`config.mk`:
```
export PLATFORM = sky130hd
export DESIGN_NAME = mem_stage_lsu
export DESIGN_NICKNAME = d
export VERILOG_FILES = /design/src/rtl/mem_stage_lsu.sv
export SDC_FILE = /design/constraint.sdc
export NUM_CORES = 1
export LEC_CHECK = 0
export CORE_AREA = 2 2 147 149
export DETAILED_ROUTE_END_ITERATION = 16
export DIE_AREA = 0 0 149 151
export HOLD_SLACK_MARGIN = 0.15
export PLACE_DENSITY = 0.81
export REMOVE_ABC_BUFFERS = 1
export SLEW_MARGIN = 15
export SYNTH_ARGS = -nofsm -noshare
export SYNTH_HDL_FRONTEND = slang
export SYNTH_SLANG_ARGS = --single-unit
```
`constraint.sdc`:
```
create_clock -name clk -period 8.44 [get_ports clk]
set_input_delay 1.688 -clock clk [delete_from_list [all_inputs] [get_ports clk]]
set_output_delay 1.688 -clock clk [all_outputs]
set_load 0.02 [all_outputs]
```
`src/rtl/mem_stage_lsu.sv`:
```
// MEM stage load/store unit: req/ack bus master with byte lanes, load extension and the MEM/WB register.
// Optional LL/SC support is compiled in when MEM_LLSC_EN is defined.
module mem_stage_lsu #(
   parameter int ADDR_W     = 32,
   parameter int REG_ADDR_W = 5,
   parameter int WAIT_MAX   = 16
) (
   input  logic                  clk,
   input  logic                  rst,
   input  logic                  valid_i,
   input  logic [REG_ADDR_W-1:0] wd_i,
   input  logic                  wreg_i,
   input  logic [31:0]           wdata_i,
   input  logic [3:0]            mem_op_i,
   input  logic [ADDR_W-1:0]     mem_addr_i,
   input  logic [31:0]           mem_sdata_i,
   input  logic [31:0]           hi_i,
   input  logic [31:0]           lo_i,
   input  logic                  whilo_i,
   input  logic                  ll_clr_i,
   output logic                  bus_req_o,
   output logic                  bus_we_o,
   output logic [ADDR_W-1:0]     bus_addr_o,
   output logic [3:0]            bus_sel_o,
   output logic [31:0]           bus_wdata_o,
   input  logic [31:0]           bus_rdata_i,
   input  logic                  bus_ack_i,
   output logic                  stall_req_o,
   output logic [REG_ADDR_W-1:0] wd_o,
   output logic                  wreg_o,
   output logic [31:0]           wdata_o,
   output logic [31:0]           hi_o,
   output logic [31:0]           lo_o,
   output logic                  whilo_o,
   output logic                  exc_align_o,
   output logic                  exc_bus_o
);

   localparam logic [3:0] OP_LB  = 4'd1;
   localparam logic [3:0] OP_LBU = 4'd2;
   localparam logic [3:0] OP_LH  = 4'd3;
   localparam logic [3:0] OP_LHU = 4'd4;
   localparam logic [3:0] OP_LW  = 4'd5;
   localparam logic [3:0] OP_SB  = 4'd6;
   localparam logic [3:0] OP_SH  = 4'd7;
   localparam logic [3:0] OP_SW  = 4'd8;
`ifdef MEM_LLSC_EN
   localparam logic [3:0] OP_LL  = 4'd9;
   localparam logic [3:0] OP_SC  = 4'd10;
`endif

   localparam logic [1:0] SZ_B = 2'd0;
   localparam logic [1:0] SZ_H = 2'd1;
   localparam logic [1:0] SZ_W = 2'd2;

   localparam int CNT_W = (WAIT_MAX > 1) ? $clog2(WAIT_MAX) : 1;
   localparam logic [CNT_W-1:0] CNT_LAST = CNT_W'(WAIT_MAX - 1);

   typedef enum logic {IDLE, ACCESS} state_t;

   state_t           state, state_nxt;
   logic [CNT_W-1:0] wait_cnt;

   logic       is_load, is_store, is_sc, mem_op, misalign, sc_fail;
   logic [1:0] sz;
   logic       start, ack_ok, timeout, align_err, sc_fail_go;

   function automatic logic [3:0] lane_sel(input logic [1:0] s, input logic [1:0] lane);
      case (s)
         SZ_B:    lane_sel = 4'b0001 << lane;
         SZ_H:    lane_sel = lane[1] ? 4'b1100 : 4'b0011;
         default: lane_sel = 4'b1111;
      endcase
   endfunction

   function automatic logic [31:0] lane_wdata(input logic [1:0] s, input logic [31:0] d);
      case (s)
         SZ_B:    lane_wdata = {4{d[7:0]}};
         SZ_H:    lane_wdata = {2{d[15:0]}};
         default: lane_wdata = d;
      endcase
   endfunction

   function automatic logic [31:0] load_fmt(input logic [3:0] op, input logic [1:0] lane,
                                            input logic [31:0] rd);
      logic [7:0]  b;
      logic [15:0] h;
      case (lane)
         2'd0:    b = rd[7:0];
         2'd1:    b = rd[15:8];
         2'd2:    b = rd[23:16];
         default: b = rd[31:24];
      endcase
      h = lane[1] ? rd[31:16] : rd[15:0];
      case (op)
         OP_LB:   load_fmt = {{24{b[7]}}, b};
         OP_LBU:  load_fmt = {24'd0, b};
         OP_LH:   load_fmt = {{16{h[15]}}, h};
         OP_LHU:  load_fmt = {16'd0, h};
         default: load_fmt = rd;
      endcase
   endfunction

`ifdef MEM_LLSC_EN
   logic              is_ll;
   logic              ll_bit;
   logic [ADDR_W-1:0] link_addr;
`else
   wire unused_ll_clr = ll_clr_i;
`endif

   always_comb begin
      is_load  = 1'b0;
      is_store = 1'b0;
      is_sc    = 1'b0;
      sz       = SZ_W;
`ifdef MEM_LLSC_EN
      is_ll    = 1'b0;
`endif
      case (mem_op_i)
         OP_LB, OP_LBU: begin is_load  = 1'b1; sz = SZ_B; end
         OP_LH, OP_LHU: begin is_load  = 1'b1; sz = SZ_H; end
         OP_LW:         begin is_load  = 1'b1; sz = SZ_W; end
         OP_SB:         begin is_store = 1'b1; sz = SZ_B; end
         OP_SH:         begin is_store = 1'b1; sz = SZ_H; end
         OP_SW:         begin is_store = 1'b1; sz = SZ_W; end
`ifdef MEM_LLSC_EN
         OP_LL:         begin is_load  = 1'b1; is_ll = 1'b1; sz = SZ_W; end
         OP_SC:         begin is_store = 1'b1; is_sc = 1'b1; sz = SZ_W; end
`endif
         default: ;
      endcase
   end

   assign mem_op   = valid_i & (is_load | is_store);
   assign misalign = ((sz == SZ_H) & mem_addr_i[0]) | ((sz == SZ_W) & (mem_addr_i[1:0] != 2'b00));

`ifdef MEM_LLSC_EN
   assign sc_fail = is_sc & ~(ll_bit & (mem_addr_i == link_addr));
`else
   assign sc_fail = 1'b0;
`endif

   always_ff @(posedge clk or posedge rst) begin
      if (rst) state <= IDLE;
      else     state <= state_nxt;
   end

   always_comb begin
      state_nxt   = state;
      stall_req_o = 1'b0;
      start       = 1'b0;
      ack_ok      = 1'b0;
      timeout     = 1'b0;
      align_err   = 1'b0;
      sc_fail_go  = 1'b0;
      case (state)
         IDLE: begin
            if (mem_op) begin
               if (misalign) begin
                  align_err = 1'b1;
               end else if (sc_fail) begin
                  sc_fail_go = 1'b1;
               end else begin
                  start       = 1'b1;
                  stall_req_o = 1'b1;
                  state_nxt   = ACCESS;
               end
            end
         end
         ACCESS: begin
            // An ack in the last allowed cycle still completes the access.
            if (bus_ack_i) begin
               ack_ok    = 1'b1;
               state_nxt = IDLE;
            end else if (wait_cnt == CNT_LAST) begin
               timeout   = 1'b1;
               state_nxt = IDLE;
            end else begin
               stall_req_o = 1'b1;
            end
         end
         default: state_nxt = IDLE;
      endcase
   end

   always_ff @(posedge clk or posedge rst) begin
      if (rst)                                        wait_cnt <= '0;
      else if (state == ACCESS && !ack_ok && !timeout) wait_cnt <= wait_cnt + 1'b1;
      else                                            wait_cnt <= '0;
   end

   // Bus request registers: launched from IDLE, held through ACCESS.
   always_ff @(posedge clk or posedge rst) begin
      if (rst) begin
         bus_req_o   <= 1'b0;
         bus_we_o    <= 1'b0;
         bus_addr_o  <= '0;
         bus_sel_o   <= 4'd0;
         bus_wdata_o <= 32'd0;
      end else if (start) begin
         bus_req_o   <= 1'b1;
         bus_we_o    <= is_store;
         bus_addr_o  <= {mem_addr_i[ADDR_W-1:2], 2'b00};
         bus_sel_o   <= lane_sel(sz, mem_addr_i[1:0]);
         bus_wdata_o <= lane_wdata(sz, mem_sdata_i);
      end else if (ack_ok || timeout) begin
         bus_req_o   <= 1'b0;
         bus_we_o    <= 1'b0;
      end
   end

   // MEM/WB register.
   always_ff @(posedge clk or posedge rst) begin
      if (rst) begin
         wd_o        <= '0;
         wreg_o      <= 1'b0;
         wdata_o     <= 32'd0;
         hi_o        <= 32'd0;
         lo_o        <= 32'd0;
         whilo_o     <= 1'b0;
         exc_align_o <= 1'b0;
         exc_bus_o   <= 1'b0;
      end else begin
         wd_o        <= wd_i;
         hi_o        <= hi_i;
         lo_o        <= lo_i;
         exc_align_o <= align_err;
         exc_bus_o   <= timeout;
         if (state == IDLE && !mem_op) begin
            wreg_o  <= valid_i & wreg_i;
            whilo_o <= valid_i & whilo_i;
            wdata_o <= wdata_i;
         end else if (sc_fail_go) begin
            wreg_o  <= wreg_i;
            whilo_o <= whilo_i;
            wdata_o <= 32'd0;
         end else if (ack_ok) begin
            whilo_o <= whilo_i;
            if (is_sc) begin
               wreg_o  <= wreg_i;
               wdata_o <= 32'd1;
            end else if (is_load) begin
               wreg_o  <= wreg_i;
               wdata_o <= load_fmt(mem_op_i, mem_addr_i[1:0], bus_rdata_i);
            end else begin
               wreg_o  <= 1'b0;
               wdata_o <= wdata_i;
            end
         end else begin
            wreg_o  <= 1'b0;
            whilo_o <= 1'b0;
            wdata_o <= wdata_i;
         end
      end
   end

`ifdef MEM_LLSC_EN
   // A clear request beats an LL completing in the same cycle.
   always_ff @(posedge clk or posedge rst) begin
      if (rst) begin
         ll_bit    <= 1'b0;
         link_addr <= '0;
      end else if (ll_clr_i) begin
         ll_bit    <= 1'b0;
      end else if (ack_ok && is_ll) begin
         ll_bit    <= 1'b1;
         link_addr <= mem_addr_i;
      end else if (state == IDLE && mem_op && !misalign && is_sc) begin
         ll_bit    <= 1'b0;
      end
   end
`endif

endmodule

```
After elaboration in Yosys (flattened, before gate mapping):

Cells that the tools add are included.

* register bits after elaboration: 178
* output and inout bits: 176
* logic and storage cells: 88

* add/sub/neg operators: 1
* equal/unequal tests: 13
* shifts and indexed selects: 1
* multiplexer cells: 35
* bitwise gates (word level): 8
* reduce and logical (&&, ||, !) cells: 15

Operators with widths (count)
* one-hot mux 32 bit (4 select lines): 1
* 2-to-1 mux 32 bit: 3
* one-hot mux 32 bit (2 select lines): 1
* one-hot mux 8 bit (3 select lines): 1
* 2-to-1 mux 1 bit: 23
* equality test 4 x 3 -> 1 bit (second input constant): 4
* 2-to-1 mux 16 bit: 1
* OR reduction 3 bit: 3
* equality test 4 x 2 -> 1 bit (second input constant): 2
* equality test 4 bit (second input constant): 2
* 2-to-1 mux 4 bit: 2
* one-hot mux 4 bit (2 select lines): 1
* bitwise AND 1 bit: 5
* OR reduction 5 bit: 1
* adder 4 x 1 -> 4 bit (second input constant): 1
* equality test 2 x 1 -> 1 bit (second input constant): 2
* equality test 2 bit (second input constant): 2
* equality test 4 x 1 -> 1 bit (second input constant): 1
* zero test 2 bit: 2
* one-hot mux 2 bit (2 select lines): 1
* nonzero test 2 bit: 2
* left shift 1 x 2 -> 4 bit (first input constant): 1
* logical AND 1 bit: 3
* zero test 1 bit: 3
* 4 further kinds: 5

Depth between registers and ports, before layout:

* word-level depth: 10
* mapped depth: 8
* gate-level depth less buffers: 5

Worst setup path after synthesis:

Ideal clock, no wire load.

* path type: input -> output
* start: input port mem_op_i[0]
* end: output port stall_req_o
* data arrival time: 3.106 ns
* data required time: 6.752 ns
* slack: 3.646 ns
* stages on the path: 7
* buffers on the path: 3
* path through: buf_6 -> o31a_1 -> or3_4 -> a21o_1 -> buf_6 -> buf_6 -> nand2_1

* longest elaborated chain between the ends: 9

RTL lines
* from (decl): line 14 `input logic [3:0] mem_op_i,`
* equality test 4 x 3 -> 1 bit (tied with other cells): line 120 `case (mem_op_i)`
* OR reduction 3 bit (no line)
* one-hot mux 2 bit (2 select lines): line 120
* equality test 2 x 1 -> 1 bit / equality test 2 bit (equally long branches): line 136 `assign misalign = ((sz == SZ_H) & mem_addr_i[0]) | ((sz == SZ_W) & (mem_addr_i[1:0] != 2'b00));`
* bitwise AND 1 bit: line 136
* bitwise OR 1 bit: line 136
* 2-to-1 mux 1 bit: line 160 `if (misalign) begin`
* 2-to-1 mux 1 bit (*): line 159 `if (mem_op) begin`
* one-hot mux 1 bit (2 select lines) (*): line 157 `case (state)`
* to (decl): line 28 `output logic stall_req_o,`

Mark *: on every way between the ends. The rest lies on a longest branch, timed or not.

Worst setup path in the final report:

* start: input port mem_op_i[1]
* end: output port stall_req_o

Same word-level chain as after synthesis.

==> run_results.csv <==
group,metric,value,unit
grt,grt_max_degree,108,
sta,fin_worst_skew,0.00902,ns
synth,ys_async_sr_fraction,100,%
drt,drt-initial-drc-count,228,
min_path,hold_class,"register to register",
place,numPortBuffers,380,
clocking,htree_levels,4,
synth,synth-edff-count,0,
layout,layout.cells.non_filler,1198,
layout,design_area,0.0118,mm^2
sta,rsz0062_at_grt,"no",
synth,ys.warnings.count,0,
status,status,"completed",
clocking,cts_buffer_depth,2,
synth,ys_seq_area_share,62.1,%
place,placed_area,0.0112,mm^2
worst_setup_path,path_class,"primary input to output port",
sta,tns,0,ns
power,p_per_area,222,mW/mm^2
place,dp_hpwl,17800,um
clocking,cts.sinks,178,
clocking,cts_tree,"built",
floorplanning,design.die.area,0.0225,mm^2
layout,layout-drive-gt1-share,14.8,%
synth,synth_top_area_share,62.1,%
drt,wl_per_cell,19.4,um
worst_setup_path,arrival,4.29,ns
sta,tightest_slew,0.982,ns
sta,setup_slack,2.46,ns
layout,multi_input_area,0.00254,mm^2
synth,syn_area_per_cell,13.3,um^2
synth,ys_types,51,
synth,synthFlopType,"dfrtp_1",
floorplanning,initial_core_util,34.5,%
synth,netlist_area,0.00718,mm^2
drt,wl,23300,um
synth,ys_ff_latch,178,
power,p_leak,4.90,nW
sta,relSlewSlack,34.5,%
clocking,cts_hold_buf,0,
clocking,cts_root_buf,"clkbuf_16",
worst_setup_path,critPathMaxStageDelay,0.83,ns
grt,grt_pass1_vias,5957,
place,place_ws,2.48,ns
layout,fin_nets,1119,
synth,yosys.cell_count.top_type,"dfrtp_1",
layout,area_delta_synth_final,64.7,%
grt,grt-ovfl-total,0,
clocking,path_clk_slew,0.07,ns
layout,antenna_cells,0,
run,drv_cap,0,
sta,finalCritPeriodShare,70.8,%
drt,postRouteAntennaNets,0,
layout,n_fill_cell,1734,
worst_setup_path,required,6.75,ns
floorplanning,num_rows,53,
worst_setup_path,crit_top_cell,"clkdlybuf4s50_1",
clocking,worst_skew_pair.late_latency,0.42,ns
clocking,cts_buffers,17,
sta,maxSlewViolCount,0,
power,irDropWorstVdd,0.122,mV
worst_setup_path,crit_chain,"clkdlybuf4s50_1, o31a_1, or3_4, a21o_4, nand2_1, clkdlybuf4s50_1",
synth,synth_area_leaders,"dfrtp_1, mux2_2, mux2_4, mux4_2, a221o_1",
drt,drc,0,
synth,synthCells,539,
floorplanning,fp.coreArea,0.0208,mm^2
worst_setup_path,crit_path_end_kind,"output port",
grt,antenna_found_initial,0,
sta,finalCriticalPeriod,5.98,ns
drt,drtPass1Iterations,5,
worst_setup_path,cp_max_fo,22,
place,gp_congestion,0.885,
drt,viasPerCell,4.86,
floorplanning,die_w,149,um
synth,synth_top_cells_by_count,"dfrtp_1, mux2_2, nor2_1, a21oi_1, nand2_1",
clocking,cts.repair.resized,0,
grt,globalRouteTotalUtil,20.5,%
floorplanning,die_h,151,um
sta,hold_viol_final,0,
layout,seqCellArea,0.00445,mm^2
layout,fin_util,56.8,%
place,dp_cells,1166,
synth,yosys.area.top_type,"dfrtp_1",
sta,setup_viol,0,
clocking,post_cts_buffers,0,
sta,max_freq,167,MHz
grt,grt_pass1_wl,34800,um
worst_setup_path,cp-start-kind,"primary input",
floorplanning,ios,384,
worst_setup_path,slowest_stage,"clkdlybuf4s50_1",
drt,vias,5827,
[power by group]
part,switching [mW],leakage [nW],internal (mW)
registers,0.0589,2.11,0.983
clock network,0.388,0.294,0.401
logic,0.363,2.49,0.432
[critical path, delay by kind of cell]
kind            cells  cell delay (ns)
compound gates      2             0.68
buf+inv             2             1.44
simple gates        2             0.48
[metal layers]
metal  routed length, um  global-route usage, %  vias up  part of all wire [%]
li1                    -                      -     2663                     -
met1                8750                   24.2     2840                    38
met2               11800                   35.0      284                    51
met3                1970                   6.08       40                   8.5
met4                 746                   8.10        0                   3.2
met5                   0                      0        -                     0
[metrics by stage]
stage / power [mW] / hold slack [ns]
after floorplan: 1.42 / 0.433
after global placement: 1.84 / 0.447
after detailed placement: 1.86 / 0.471
after CTS: 2.65 / 0.481
after global routing: 2.75 / 0.508
final: 2.63 / 0.475
[flip-flops by register name, summed over array words and instances (netlist names)]
signal / count
whilo_o: 1
wreg_o: 1
bus_wdata_o: 32
bus_we_o: 1
wait_cnt: 4
hi_o: 32
state: 1
wd_o: 5
bus_sel_o: 4
exc_bus_o: 1
bus_req_o: 1
wdata_o: 32
lo_o: 32
exc_align_o: 1
bus_addr_o: 30
[final timing paths]
path,from,endpoint,slack (ns),cells past startpoint
setup / recovery,mem_op_i[1],stall_req_o,2.46,6
hold / removal,wait_cnt[0]$_DFF_PP0_,wait_cnt[0]$_DFF_PP0_,0.48,1
setup reg to reg,state$_DFF_PP0_,bus_wdata_o[29]$_DFFE_PP0P_,6.21,5
hold reg to reg,wait_cnt[0]$_DFF_PP0_,wait_cnt[0]$_DFF_PP0_,0.48,1
max in group asynchronous,rst,bus_addr_o[26]$_DFFE_PP0P_,5.10,3
min in group asynchronous,rst,hi_o[29]$_DFF_PP0_,1.85,2
[cells by family after synthesis]
logic type / synth area share (%)
flip-flops: 62.1
buffers and inverters: 2.89
multiplexers: 15.9
AO/OA/AOI/OAI: 9.90
adder cells (fa/ha/maj): 0.174
AND/OR/NAND/NOR: 8.56
other: 0.0523
XOR/XNOR: 0.488
[layout make-up]
class	instances	share of cell area [%]
inverters	6	0.233
clock inverters	15	1.55
flip-flops and latches	178	37.7
well taps	275	2.91
multi-input cells	321	21.5
repair buffers	386	32.6
clock buffers	17	3.60
[cell usage in the layout, fill, tap and decap left out, types with 8 or more instances in the layout]
cell type	netlist	final
clkdlybuf4s50_1	0	380
dfrtp_1	178	178
mux2_2	62	62
nor2_1	42	42
a21oi_1	28	28
nand2_1	25	25
nand2b_1	17	17
clkbuf_16	0	17
a221o_1	16	16
mux2_4	16	16
o21ai_0	12	12
a22oi_1	11	11
nand3_1	11	11
nor3_1	10	10
a31oi_1	10	10
mux4_2	8	8
Note: power is estimated with default switching activity, not from simulation.
